`src/rtl/hazard_stall_controller.sv`:
```
// Pipeline sequencer for the 5-stage core: load-use bubbles, taken-branch
// flushes, data-memory freeze with timeout into HALT, and saturating
// stall/flush performance counters. Control outputs are combinational so
// they act in the same cycle; state and counters update on clk.
module hazard_stall_controller #(
    parameter int WAIT_TIMEOUT = 16,
    parameter int CNT_W        = 16
) (
    input  logic             clk,
    input  logic             arst_n,
    input  logic [4:0]       rs1_ID,
    input  logic [4:0]       rs2_ID,
    input  logic             uses_rs1_ID,
    input  logic             uses_rs2_ID,
    input  logic [4:0]       rd_EX,
    input  logic             mem_read_EX,
    input  logic             branch_taken_EX,
    input  logic             dmem_req,
    input  logic             dmem_ready,
    output logic             pc_en,
    output logic             if_id_en,
    output logic             id_ex_en,
    output logic             ex_mem_en,
    output logic             if_id_flush,
    output logic             id_ex_flush,
    output logic             mem_wb_bubble,
    output logic             mem_timeout,
    output logic [CNT_W-1:0] stall_cycles,
    output logic [CNT_W-1:0] flush_count
);

    localparam int WCW = $clog2(WAIT_TIMEOUT + 1);

    typedef enum logic [1:0] {
        st_run      = 2'd0,
        st_mem_wait = 2'd1,
        st_halt     = 2'd2
    } state_t;

    state_t             state_reg, state_next;
    logic [WCW-1:0]     wait_cnt_reg, wait_cnt_next, wait_cnt_inc;
    logic [CNT_W-1:0]   stall_cycles_reg, flush_count_reg;
    logic               stall_inc, flush_inc;
    logic               mem_wait, load_use, rs1_hit, rs2_hit;

    // Hazard detection: memory not ready, and a load whose result the ID
    // instruction needs before forwarding can supply it.
    assign mem_wait     = dmem_req && !dmem_ready;
    assign rs1_hit      = uses_rs1_ID && (rs1_ID == rd_EX);
    assign rs2_hit      = uses_rs2_ID && (rs2_ID == rd_EX);
    assign load_use     = mem_read_EX && (rd_EX != 5'd0) && (rs1_hit || rs2_hit);
    assign wait_cnt_inc = wait_cnt_reg + WCW'(1);

    // Prioritised control outputs plus next-state and counter-increment decisions.
    always_comb begin
        pc_en         = 1'b1;
        if_id_en      = 1'b1;
        id_ex_en      = 1'b1;
        ex_mem_en     = 1'b1;
        if_id_flush   = 1'b0;
        id_ex_flush   = 1'b0;
        mem_wb_bubble = 1'b0;
        mem_timeout   = 1'b0;
        state_next    = state_reg;
        wait_cnt_next = wait_cnt_reg;
        stall_inc     = 1'b0;
        flush_inc     = 1'b0;
        if (!arst_n) begin
            // Held in reset: freeze everything and inject bubbles.
            pc_en         = 1'b0;
            if_id_en      = 1'b0;
            id_ex_en      = 1'b0;
            ex_mem_en     = 1'b0;
            if_id_flush   = 1'b1;
            id_ex_flush   = 1'b1;
            mem_wb_bubble = 1'b1;
        end else if (state_reg == st_halt) begin
            pc_en         = 1'b0;
            if_id_en      = 1'b0;
            id_ex_en      = 1'b0;
            ex_mem_en     = 1'b0;
            if_id_flush   = 1'b1;
            id_ex_flush   = 1'b1;
            mem_wb_bubble = 1'b1;
            mem_timeout   = 1'b1;
        end else if (mem_wait) begin
            // Freeze everything up to MEM; a branch in EX waits with it.
            pc_en         = 1'b0;
            if_id_en      = 1'b0;
            id_ex_en      = 1'b0;
            ex_mem_en     = 1'b0;
            mem_wb_bubble = 1'b1;
            stall_inc     = 1'b1;
            if (state_reg == st_run) begin
                state_next    = st_mem_wait;
                wait_cnt_next = WCW'(1);
            end else if (wait_cnt_inc == WCW'(WAIT_TIMEOUT)) begin
                state_next    = st_halt;
                wait_cnt_next = wait_cnt_inc;
            end else begin
                wait_cnt_next = wait_cnt_inc;
            end
        end else begin
            // Memory ready or idle: leave any wait (also recovers an illegal encoding).
            if (state_reg != st_run) begin
                state_next    = st_run;
                wait_cnt_next = '0;
            end
            if (branch_taken_EX) begin
                if_id_flush = 1'b1;
                id_ex_flush = 1'b1;
                flush_inc   = 1'b1;
            end else if (load_use) begin
                pc_en       = 1'b0;
                if_id_en    = 1'b0;
                id_ex_flush = 1'b1;
                stall_inc   = 1'b1;
            end
        end
    end

    // State, wait counter and saturating performance counters.
    always_ff @(posedge clk) begin
        if (!arst_n) begin
            state_reg        <= st_run;
            wait_cnt_reg     <= '0;
            stall_cycles_reg <= '0;
            flush_count_reg  <= '0;
        end else begin
            state_reg    <= state_next;
            wait_cnt_reg <= wait_cnt_next;
            if (stall_inc && (stall_cycles_reg != {CNT_W{1'b1}}))
                stall_cycles_reg <= stall_cycles_reg + CNT_W'(1);
            if (flush_inc && (flush_count_reg != {CNT_W{1'b1}}))
                flush_count_reg <= flush_count_reg + CNT_W'(1);
        end
    end

    assign stall_cycles = stall_cycles_reg;
    assign flush_count  = flush_count_reg;

endmodule

```
`config.mk`:
```
export PLATFORM = sky130hd
export DESIGN_NAME = hazard_stall_controller
export DESIGN_NICKNAME = d
export VERILOG_FILES = /design/src/rtl/hazard_stall_controller.sv
export SDC_FILE = /design/constraint.sdc
export NUM_CORES = 1
export LEC_CHECK = 0
export ABC_AREA = 1
export BUFFER_PORTS_ARGS = -buffer_cell sky130_fd_sc_hd__clkbuf_2
export CAP_MARGIN = 10
export CORE_ASPECT_RATIO = 0.75
export CORE_MARGIN = 2
export CORE_UTILIZATION = 50
export CTS_CLUSTER_DIAMETER = 150
export DETAILED_ROUTE_END_ITERATION = 6
export HOLD_SLACK_MARGIN = 0.05
export MAX_ROUTING_LAYER = met4
export PLACE_DENSITY = 0.76
export SLEW_MARGIN = 15
export SYNTH_ARGS = -nofsm -noshare
export SYNTH_HDL_FRONTEND = slang
export SYNTH_SLANG_ARGS = --single-unit
```
`constraint.sdc`:
```
create_clock -name clk -period 2.1 [get_ports clk]
set_clock_uncertainty 0.05 [all_clocks]
set_input_delay 0.105 -clock clk [delete_from_list [all_inputs] [get_ports clk]]
set_output_delay 0.105 -clock clk [all_outputs]
set_load 0.02 [all_outputs]
```
==> impl_results.rst, run 1 <==
.. list-table::
   :header-rows: 1

   * - Metric
     - Value
   * - Die area
     - 5700 um^2
   * - Final clock period utilization by the worst path
     - 85.9%
   * - Placeable core region
     - 4900 um^2
   * - Number of clock sinks
     - 39
   * - Endpoint class of the critical path
     - primary output
   * - Antenna violations before repair
     - 0
   * - Pin count of the biggest net entering global routing
     - 19
   * - Worst Path Buf+Inv
     - 4
   * - Latest clock arrival within the worst-skew pair
     - 300 ps
   * - Rel. slew slack
     - 73.8%
   * - Number of standard cells after synthesis
     - 385
   * - Clk pin slew, worst setup/hold paths
     - 80 ps
   * - Worst path top cell family by delay
     - buffers and inverters
   * - Boundary Pins
     - 63
   * - Remaining antenna violation count
     - 0
   * - Cell Area, Synth
     - 2550 um^2
   * - Worst flop-to-flop path startpoint
     - stall_cycles[0]$_SDFFE_PN0P_
   * - Total overflow reported by the global router
     - 0
   * - Post-detailed-route via-to-cell ratio
     - 5.01
   * - CTS tree
     - yes
   * - Clock root buffer
     - sky130_fd_sc_hd__clkbuf_8
   * - Class of the worst hold path
     - input pin to register
   * - Stage delay of the slowest cell on the critical path
     - 390 ps
   * - DIE WIDTH
     - 86.5 um
   * - Synth area leader
     - sky130_fd_sc_hd__dfxtp_1
   * - Post-layout total power
     - 1.57 mW
   * - Highest achievable clock rate
     - 0.554 GHz
   * - CTS max path bufs
     - 2
   * - Largest fanout of any net on the critical path
     - 15
   * - Vias after detailed routing
     - 2541
   * - Total wire length after detailed routing
     - 5950 um
   * - Vias in the first global route
     - 2320
   * - Async set-reset flop share out of synthesis
     - 0%
   * - Number of iterations in the first detailed-routing pass
     - 4
   * - Setup crit start kind
     - register
   * - Top area cells in the synthesized netlist
     - sky130_fd_sc_hd__dfxtp_1 (31%), sky130_fd_sc_hd__nand2_1 (15%), sky130_fd_sc_hd__inv_1 (7.1%), sky130_fd_sc_hd__nor2_1 (5.7%), sky130_fd_sc_hd__nand4_1 (4.9%)
   * - Detailed Route Iter0 Violations
     - 115
   * - Critical path's most frequent cell
     - sky130_fd_sc_hd__nand2_4
   * - Drt wl/cell
     - 11.7 um
   * - Post-layout utilization of the core
     - 61.1%
   * - Post-synth EDFFs
     - 0
   * - Highest ir drop seen on vdd
     - 0.311 mV
   * - Hold-critical path endpoint
     - wait_cnt_reg[0]$_SDFFE_PN0P_
   * - RSZ-0062 raised after global routing
     - no
   * - Leading cell type in the layout, fill and taps excluded
     - sky130_fd_sc_hd__nand2_1
   * - Setup Crit Path Kind
     - register to primary output
   * - Arrival time at the worst endpoint
     - 1650 ps
   * - Fillcell total
     - 481
   * - Cell-by-cell trace of the critical path
     - inv_2 -> nand2_4 -> nand2_4 -> nor2_2 -> buf_4 -> inv_1 -> clkbuf_2
   * - Core Rows
     - 22
   * - Area growth, synth to finish
     - 17.2%
   * - Syn nets
     - 411
   * - Layout Nets
     - 472
   * - Wire length of the first global-routing pass
     - 10000 um
   * - Number of endpoints with negative hold slack in the final report
     - 0
   * - Vert. Die Dim
     - 65.9 um
   * - Fin area
     - 2990 um^2
   * - Register-to-register path setup slack
     - 310 ps
   * - Number of hold buffers added after CTS
     - 0
   * - Max-capacitance violation count
     - 0
   * - Startpoint of the worst hold path
     - dmem_ready
   * - Path depth of the worst reg2reg path
     - 9
   * - Commonest register cell after synthesis
     - sky130_fd_sc_hd__dfxtp_1
   * - Initial standard-cell utilization of the core
     - 52.1%
   * - Highest-count cells in the layout ignoring fill and taps
     - sky130_fd_sc_hd__nand2_1 (99), sky130_fd_sc_hd__clkbuf_2 (62), sky130_fd_sc_hd__inv_1 (48), sky130_fd_sc_hd__nor2_1 (39), sky130_fd_sc_hd__dfxtp_1 (39)
   * - Count of unique library cells instantiated by Yosys
     - 38
   * - Flip-flop and latch count after synthesis
     - 39
   * - Number of port buffers
     - 62
   * - PD cells
     - 524 nW/um^2
   * - GRT Overall Usage
     - 22.6%
   * - Layout cells sized above 1
     - 25.5%
   * - Slew of the pin with the lowest slew margin
     - 393 ps
   * - Worst Hold Path Cells
     - 4
   * - Result of the run
     - completed
   * - Post-CTS Setup Repair Bufs
     - 0
   * - Synth top area share
     - 30.6%
   * - Part of the Yosys area used for sequential elements
     - 30.6%
   * - Number of max-slew violations in the final report
     - 0
   * - Leakage power summed over all cells
     - 1.37 nW
   * - Worst EP required
     - 1950 ps
   * - Routability congestion estimate from global placement
     - 0.882
   * - Number of H-tree levels
     - 2
   * - Critical path's slowest cell
     - sky130_fd_sc_hd__dfxtp_1
   * - Destination of the worst register-to-register timing path
     - stall_cycles[9]$_SDFFE_PN0P_
   * - Number of clock buffers inserted by TritonCTS
     - 5
   * - Resize count post-CTS
     - 0
   * - Mean instance size in the synthesized netlist
     - 6.64 um^2
   * - Final critical path time including I/O delays and setup
     - 1800 ps
   * - Number of remaining DRC errors
     - 0
   * - Setup TNS
     - 0 ps
   * - Synthesis warning total
     - 0
   * - Post-detailed-placement cell area
     - 2880 um^2
   * - Hpwl dp
     - 4580 um
   * - Antenna diode count
     - 0
   * - Final setup fails
     - 0
==> per-stage QoR <==
stage          hold WS [ps]  worst slack [ps]  cells
2_1_floorplan           193               453    385
3_3_place_gp            418               404    499
6_report                140               296    507
5_1_grt                 153               113    507
3_5_place_dp            426               324    499
4_1_cts                 124               291    507
==> cell families after synthesis <==
logic type	after synthesis	synth area share (%)
DFF	39	30.6
xor gates and xnor gates	14	4.80
adders and majority gates	3	1.47
AOI/OAI and AO/OA	47	10.8
and+or+nand+nor	213	40.3
buffers and inverters	69	12.1
==> worst max path at each step <==
stage | end | cells past startpoint | startpoint
after detailed placement | stall_cycles[14]$_SDFFE_PN0P_ | 9 | stall_cycles[0]$_SDFFE_PN0P_
after global placement | stall_cycles[15]$_SDFFE_PN0P_ | 9 | stall_cycles[0]$_SDFFE_PN0P_
after floorplan | stall_cycles[13]$_SDFFE_PN0P_ | 9 | stall_cycles[1]$_SDFFE_PN0P_
final | if_id_flush | 7 | state_reg[0]$_SDFFE_PN0P_
after global routing | stall_cycles[15]$_SDFFE_PN0P_ | 9 | stall_cycles[0]$_SDFFE_PN0P_
after CTS | if_id_flush | 7 | state_reg[0]$_SDFFE_PN0P_
==> worst register-to-register path, delay by kind of cell (launching register included) <==
family / cells / cell delay [ps]
AOI/OAI and AO/OA: 1 / 130
adders and majority gates: 1 / 210
DFF: 1 / 390
and+or+nand+nor: 7 / 960
==> per-layer routing <==
metal	vias to the layer above	routed length, um	track usage (%)
li1	1352	-	-
met2	52	2670	35.8
met1	1132	2990	29.0
met3	5	229	3.87
met5	-	0	-
met4	0	65	8.59
==> cell usage after synthesis, types with 2 or more instances <==
cell type	n
sky130_fd_sc_hd__inv_1	48
sky130_fd_sc_hd__xnor2_1	4
sky130_fd_sc_hd__nor2_1	39
sky130_fd_sc_hd__a211oi_1	2
sky130_fd_sc_hd__buf_4	4
sky130_fd_sc_hd__buf_1	2
sky130_fd_sc_hd__dfxtp_1	39
sky130_fd_sc_hd__a21oi_1	23
sky130_fd_sc_hd__inv_2	7
sky130_fd_sc_hd__buf_2	2
sky130_fd_sc_hd__nand2_2	4
sky130_fd_sc_hd__nand4_1	20
sky130_fd_sc_hd__o21ai_1	3
sky130_fd_sc_hd__nor2_4	3
sky130_fd_sc_hd__buf_6	3
sky130_fd_sc_hd__a21oi_2	7
sky130_fd_sc_hd__ha_1	3
sky130_fd_sc_hd__nand3_1	20
sky130_fd_sc_hd__o21ai_0	9
sky130_fd_sc_hd__nor3_1	8
sky130_fd_sc_hd__nor2_2	7
sky130_fd_sc_hd__nand2_4	5
sky130_fd_sc_hd__nand2_1	99
sky130_fd_sc_hd__xor2_1	10
==> final cells by class <==
cell class                      instances  area (um^2)  area share [%]
Clock buffer                            5         68.8            2.30
Clock inverter                          3         43.8            1.46
Inverter                               58          228            7.61
Multi-Input combinational cell        277         1470            48.9
Sequential cell                        39          781            26.1
Tap cell                               60         75.1            2.51
Timing Repair Buffer                   65          333            11.1
==> power by group <==
| part | internal (mW) | total [mW] | switching, mW |
|---|---|---|---|
| sequential | 0.745 | 0.753 | 0.00743 |
| combinational | 0.0576 | 0.173 | 0.115 |
| clock | 0.354 | 0.643 | 0.289 |
| total | 1.16 | 1.57 | 0.412 |
(Power assumes the default switching activity.)
==> inputs of run 2 (changes only) <==
--- a/config.mk
+++ b/config.mk
@@ -6,16 +6,15 @@
 export NUM_CORES = 1
 export LEC_CHECK = 0
 export ABC_AREA = 1
-export BUFFER_PORTS_ARGS = -buffer_cell sky130_fd_sc_hd__clkbuf_2
 export CAP_MARGIN = 10
 export CORE_ASPECT_RATIO = 0.75
 export CORE_MARGIN = 2
 export CORE_UTILIZATION = 50
 export CTS_CLUSTER_DIAMETER = 150
 export DETAILED_ROUTE_END_ITERATION = 6
+export DONT_BUFFER_PORTS = 1
 export HOLD_SLACK_MARGIN = 0.05
 export MAX_ROUTING_LAYER = met4
-export PLACE_DENSITY = 0.76
 export SLEW_MARGIN = 15
 export SYNTH_ARGS = -nofsm -noshare
 export SYNTH_HDL_FRONTEND = slang
==> run 2 against run 1 <==
Compared with the run above: via count shrank 6.1%; design area is 3.2% lower; clock power is 0.8% lower; clock-buffer cell count is the same; critical path depth shrank 1; largest power group unchanged; highest routed layer unchanged.
==> impl_results.rst, run 2 (same netlist as run 1, synthesis figures left out) <==
.. list-table::
   :header-rows: 1

   * - Metric
     - Value
   * - Result of the run
     - completed
   * - Endpoint class of the critical path
     - primary output
   * - Vias in the first global route
     - 2120
   * - Number of H-tree levels
     - 2
   * - Number of max-slew violations in the final report
     - 0
   * - Fillcell total
     - 481
   * - Leading cell type in the layout, fill and taps excluded
     - sky130_fd_sc_hd__nand2_1
   * - Net switching power
     - 0.395 mW
   * - Clock root buffer
     - sky130_fd_sc_hd__clkbuf_8
   * - Setup Crit Path Kind
     - input pin to primary output
   * - Routability congestion estimate from global placement
     - 0.940
   * - Setup TNS
     - 0 ps
   * - Hpwl dp
     - 4590 um
   * - Final setup fails
     - 0
   * - Class of the worst hold path
     - input pin to register
   * - Remaining antenna violation count
     - 0
   * - Core Rows
     - 22
   * - Antenna violations before repair
     - 0
   * - DIE WIDTH
     - 86.5 um
   * - Worst Setup Slack, final
     - 255 ps
   * - Number of clock buffers inserted by TritonCTS
     - 5
   * - Placeable core region
     - 4900 um^2
   * - Total wire length after detailed routing
     - 5910 um
   * - Initial standard-cell utilization of the core
     - 52.1%
   * - Final critical path time including I/O delays and setup
     - 1840 ps
   * - Die area
     - 5700 um^2
   * - CTS max path bufs
     - 2
   * - Fraction of power consumed by sequential logic
     - 48.7%
   * - Worst slack on hold paths
     - 84.4 ps
   * - Post-CTS Setup Repair Bufs
     - 0
   * - Drt wl/cell
     - 12.5 um
   * - Antenna diode count
     - 0
   * - Wire length of the first global-routing pass
     - 9980 um
   * - Detailed Route Iter0 Violations
     - 84
   * - Int Power
     - 1.15 mW
   * - Max-capacitance violation count
     - 0
   * - Worst EP required
     - 1950 ps
   * - Rel. slew slack
     - 57.2%
   * - Placement-stage worst setup slack
     - 349 ps
   * - Boundary Pins
     - 63
   * - Number of endpoints with negative hold slack in the final report
     - 0
   * - Net Sw Frac
     - 25.7%
   * - Slew of the pin with the lowest slew margin
     - 642 ps
   * - Highest ir drop seen on vdd
     - 0.450 mV
   * - Number of iterations in the first detailed-routing pass
     - 4
   * - Layout cells sized above 1
     - 18.9%
   * - Highest achievable clock rate
     - 0.542 GHz
   * - Number of remaining DRC errors
     - 0
   * - Leakage power summed over all cells
     - 1.24 nW
   * - Arrival time at the worst endpoint
     - 1690 ps
   * - Latest clock arrival within the worst-skew pair
     - 300 ps
   * - Vias after detailed routing
     - 2387
   * - Largest fanout of any net on the critical path
     - 11
   * - Post-detailed-route via-to-cell ratio
     - 5.06
   * - Area growth, synth to finish
     - 13.4%
   * - Highest-count cells in the layout ignoring fill and taps
     - sky130_fd_sc_hd__nand2_1 (99), sky130_fd_sc_hd__inv_1 (48), sky130_fd_sc_hd__nor2_1 (39), sky130_fd_sc_hd__dfxtp_1 (39), sky130_fd_sc_hd__buf_4 (28)
   * - Number of placed cells counting well taps
     - 462
   * - RSZ-0062 raised after global routing
     - no
   * - Post-route insts no fill
     - 472
   * - Combinational Power Share
     - 9.9%
   * - Total overflow reported by the global router
     - 0
   * - Final clock period utilization by the worst path
     - 87.9%
   * - Number of port buffers
     - 0
   * - Proportion of power drawn by the clock network
     - 41.4%
   * - Vert. Die Dim
     - 65.9 um
   * - Clk pin slew, worst setup/hold paths
     - 90 ps
   * - Pin count of the biggest net entering global routing
     - 20
   * - GRT Overall Usage
     - 22.6%
   * - Number of clock sinks
     - 39
   * - PD cells
     - 532 nW/um^2
   * - CTS tree
     - yes
   * - Setup crit start kind
     - input pin
   * - Layout Nets
     - 437
[run 2: cell types whose count changed in the layout (fill, tap and decap cells not counted)]
cell | before | now
sky130_fd_sc_hd__clkinv_1 | 1 | 0
sky130_fd_sc_hd__dlymetal6s4s_1 | 0 | 1
sky130_fd_sc_hd__dlygate4sd3_1 | 0 | 1
sky130_fd_sc_hd__clkinvlp_4 | 0 | 1
sky130_fd_sc_hd__buf_4 | 3 | 28
sky130_fd_sc_hd__clkbuf_2 | 62 | 0
[run 2: critical path: stages]
cell	delay, ps
sky130_fd_sc_hd__dlygate4sd3_1	560
sky130_fd_sc_hd__nor2_2	210
sky130_fd_sc_hd__nor2_1	70
sky130_fd_sc_hd__nor2_2	330
sky130_fd_sc_hd__o21ai_0	210
sky130_fd_sc_hd__buf_4	200
[run 2: path summary, 6_finish.rpt]
kind	slack, ps	cells after the start	start	to
worst max-delay path	260	6	dmem_ready	id_ex_flush
worst min-delay path	80	4	dmem_req	wait_cnt_reg[0]$_SDFFE_PN0P_
worst max register to register	310	6	stall_cycles[6]$_SDFFE_PN0P_	stall_cycles[14]$_SDFFE_PN0P_
worst min register to register	430	1	state_reg[0]$_SDFFE_PN0P_	wait_cnt_reg[0]$_SDFFE_PN0P_
[run 2: cell type report]
cell class	instances	area [um^2]	area share (%)
Sequential cell	39	781	26.9
Clock inverter	3	43.8	1.51
Tap cell	60	75.1	2.59
Clock buffer	5	68.8	2.37
Timing Repair Buffer	30	233	8.03
Multi-Input combinational cell	277	1470	50.6
Inverter	58	231	7.99
[run 2: power by group through the flow]
stage / Clock, mW / Sequential [mW] / Combinational, mW
final: 0.638 / 0.751 / 0.152
after global routing: 0.692 / 0.752 / 0.171
after CTS: 0.657 / 0.751 / 0.151
after detailed placement: 0 / 0.768 / 0.143
after global placement: 0 / 0.768 / 0.142
after floorplan: 0 / 0.773 / 0.119
[run 2: layer usage]
layer	up-vias	GRT usage, %	part of all wire, %
li1	1287	-	-
met1	1037	33.1	54
met2	54	30.5	39
met3	9	5.37	5.9
met4	0	6.64	1.4
met5	-	-	0
[run 2: timing repair]
action                                 in CTS  in global routing
endpoints found under the hold margin      20                  0
resized for setup                           0                  2
hold buffers                                2                  0
setup endpoints to repair                   0                  1
[run 2: stage by stage]
| stage | power [mW] | utilization (%) | cell area [um^2] |
|---|---|---|---|
| global placement | 0.911 | 56.3 | 2760 |
| finish | 1.54 | 59.1 | 2900 |
| global route | 1.61 | 59.1 | 2900 |
| floorplan | 0.893 | - | 2550 |
| detailed placement | 0.912 | 56.3 | 2760 |
| CTS | 1.56 | 59.0 | 2890 |
==> inputs of run 3 (changes only) <==
--- a/config.mk
+++ b/config.mk
@@ -9,12 +9,13 @@
 export CAP_MARGIN = 10
 export CORE_ASPECT_RATIO = 0.75
 export CORE_MARGIN = 2
-export CORE_UTILIZATION = 50
+export CORE_UTILIZATION = 63
 export CTS_CLUSTER_DIAMETER = 150
 export DETAILED_ROUTE_END_ITERATION = 6
 export DONT_BUFFER_PORTS = 1
 export HOLD_SLACK_MARGIN = 0.05
 export MAX_ROUTING_LAYER = met4
+export PLACE_DENSITY = 0.79
 export SLEW_MARGIN = 15
 export SYNTH_ARGS = -nofsm -noshare
 export SYNTH_HDL_FRONTEND = slang
==> run 3 against run 2 <==
Compared with the run above: design area decreased by 2.5%; largest power group unchanged; clock-buffer cell count rose by 1; clock power is 21% lower; utilization is 12 points higher; die area is 20% lower; worst setup slack improved by 82 ps; power decreased by 8.6%; critical endpoint is now stall_cycles[11]$_SDFFE_PN0P_; hold slack worse by 5.3 ps; register-to-register slack gained 30 ps.
==> impl_results.rst, run 3 (same netlist as run 1, synthesis figures left out) <==
.. list-table::
   :header-rows: 1

   * - Metric
     - Value
   * - Max-capacitance violation count
     - 0
   * - Latest clock arrival within the worst-skew pair
     - 290 ps
   * - Hpwl dp
     - 4400 um
   * - Post-route insts no fill
     - 462
   * - Highest ir drop seen on vdd
     - 0.351 mV
   * - Highest achievable clock rate
     - 0.567 GHz
   * - GRT Overall Usage
     - 27.3%
   * - Path depth of the worst reg2reg path
     - 10
   * - Worst flop-to-flop path startpoint
     - stall_cycles[6]$_SDFFE_PN0P_
   * - Die area
     - 4590 um^2
   * - Vert. Die Dim
     - 59.2 um
   * - Endpoint class of the critical path
     - register
   * - CTS tree
     - yes
   * - Highest-count cells in the layout ignoring fill and taps
     - sky130_fd_sc_hd__nand2_1 (99), sky130_fd_sc_hd__inv_1 (48), sky130_fd_sc_hd__nor2_1 (39), sky130_fd_sc_hd__dfxtp_1 (39)
   * - Worst slack on hold paths
     - 79.1 ps
   * - Worst Hold Path Cells
     - 4
   * - Class of the worst hold path
     - input pin to register
   * - Setup Crit Path Kind
     - register to register
   * - Number of iterations in the first detailed-routing pass
     - 5
   * - Worst Path Buf+Inv
     - 0
   * - Boundary Pins
     - 63
   * - Leakage power summed over all cells
     - 1.20 nW
   * - Post-detailed-placement cell area
     - 2720 um^2
   * - Drt wl/cell
     - 12.4 um
   * - Leading cell type in the layout, fill and taps excluded
     - sky130_fd_sc_hd__nand2_1
   * - Setup TNS
     - 0 ps
   * - Pin count of the biggest net entering global routing
     - 19
   * - Vias in the first global route
     - 2130
   * - Number of port buffers
     - 0
   * - Arrival time at the worst endpoint
     - 1940 ps
   * - Layout Nets
     - 432
   * - Placement-stage worst setup slack
     - 353 ps
   * - Number of max-slew violations in the final report
     - 0
   * - Total wire length after detailed routing
     - 5740 um
   * - Number of clock sinks
     - 39
   * - Fin area
     - 2830 um^2
   * - Worst EP required
     - 2280 ps
   * - Core Rows
     - 20
   * - Remaining antenna violation count
     - 0
   * - Final setup fails
     - 0
   * - Post-layout total power
     - 1.41 mW
   * - Result of the run
     - completed
   * - Wire length of the first global-routing pass
     - 9760 um
   * - Startpoint of the worst hold path
     - dmem_req
   * - Antenna diode count
     - 0
   * - Destination of the worst register-to-register timing path
     - stall_cycles[11]$_SDFFE_PN0P_
   * - Initial standard-cell utilization of the core
     - 64.2%
   * - PD cells
     - 498 nW/um^2
   * - Clk pin slew, worst setup/hold paths
     - 80 ps
   * - Worst Setup Slack, final
     - 338 ps
   * - Number of placed cells counting well taps
     - 452
   * - Number of clock buffers inserted by TritonCTS
     - 5
   * - Routability congestion estimate from global placement
     - 0.991
   * - Slew of the pin with the lowest slew margin
     - 644 ps
   * - Number of remaining DRC errors
     - 0
   * - Worst path top cell family by delay
     - simple AND/OR/NAND/NOR gates
   * - Number of endpoints with negative hold slack in the final report
     - 0
   * - Final critical path time including I/O delays and setup
     - 1760 ps
   * - Area growth, synth to finish
     - 10.6%
   * - Final clock period utilization by the worst path
     - 83.9%
   * - Rel. slew slack
     - 57.1%
   * - Largest fanout of any net on the critical path
     - 6
   * - RSZ-0062 raised after global routing
     - no
   * - Clock root buffer
     - sky130_fd_sc_hd__clkbuf_8
   * - Placeable core region
     - 3980 um^2
   * - Layout cells sized above 1
     - 17.7%
   * - Number of H-tree levels
     - 2
   * - Setup crit start kind
     - register
   * - Post-layout utilization of the core
     - 71.0%
   * - Post-CTS Setup Repair Bufs
     - 0
   * - Critical path's most frequent cell
     - sky130_fd_sc_hd__nand2_1
   * - DIE WIDTH
     - 77.5 um
   * - Total overflow reported by the global router
     - 0
   * - Critical path's slowest cell
     - sky130_fd_sc_hd__dfxtp_1
   * - Hold-critical path endpoint
     - wait_cnt_reg[0]$_SDFFE_PN0P_
   * - Register-to-register path setup slack
     - 340 ps
   * - Post-detailed-route via-to-cell ratio
     - 5.35
   * - CTS max path bufs
     - 2
   * - Cell-by-cell trace of the critical path
     - nand2_1 -> nor2_1 -> nand2_1 -> nor2_2 -> nand2_1 -> nor2_1 -> nand3_1 -> nand2_1 -> nand2_1 -> nor2_1
   * - Detailed Route Iter0 Violations
     - 175
   * - Vias after detailed routing
     - 2474
   * - Stage delay of the slowest cell on the critical path
     - 530 ps
   * - Antenna violations before repair
     - 0
==> run 3: cell type report <==
cell class / instances / area [um^2]
Multi-Input combinational cell: 277 / 1470
Fill cell: 360 / 1150
Sequential cell: 39 / 781
Inverter: 58 / 231
Timing Repair Buffer: 25 / 195
Clock buffer: 6 / 72.6
Tap cell: 55 / 68.8
Clock inverter: 2 / 12.5
==> run 3: worst min-delay path, delay by kind of cell <==
| kind | cells | cell delay [ps] |
|---|---|---|
| simple gates | 1 | 60 |
| buf+inv | 1 | 50 |
| compound gates | 2 | 170 |
==> run 3: power by group <==
group,switching [mW],internal (mW)
logic,0.105,0.0455
clock network,0.275,0.232
registers,0.00540,0.746
==> run 3: metal layers <==
metal / GRT usage (%) / share of wire (%) / vias to the layer above
li1: - / - / 1269
met1: 37.9 / 49 / 1114
met2: 40.2 / 43 / 85
met3: 6.71 / 7.4 / 6
met4: 6.89 / 0.85 / 0
met5: - / 0 / -
==> run 3: how the worst max path moves through the flow <==
stage          slack [ps]                    startpoint  depth (start not counted)                             to
2_1_floorplan         450  stall_cycles[1]$_SDFFE_PN0P_                          9  stall_cycles[13]$_SDFFE_PN0P_
3_3_place_gp          430  stall_cycles[6]$_SDFFE_PN0P_                          7   stall_cycles[0]$_SDFFE_PN0P_
3_5_place_dp          350  stall_cycles[6]$_SDFFE_PN0P_                          6   stall_cycles[3]$_SDFFE_PN0P_
4_1_cts                20                        arst_n                          3                    mem_timeout
5_1_grt               170  stall_cycles[0]$_SDFFE_PN0P_                         10   stall_cycles[0]$_SDFFE_PN0P_
6_report              340  stall_cycles[6]$_SDFFE_PN0P_                         10  stall_cycles[11]$_SDFFE_PN0P_
==> run 3: timing repair <==
item,CTS,global route
hold buffers,2,0
gates resized for setup,0,2
setup endpoints to repair,0,1
hold endpoints to repair,21,0
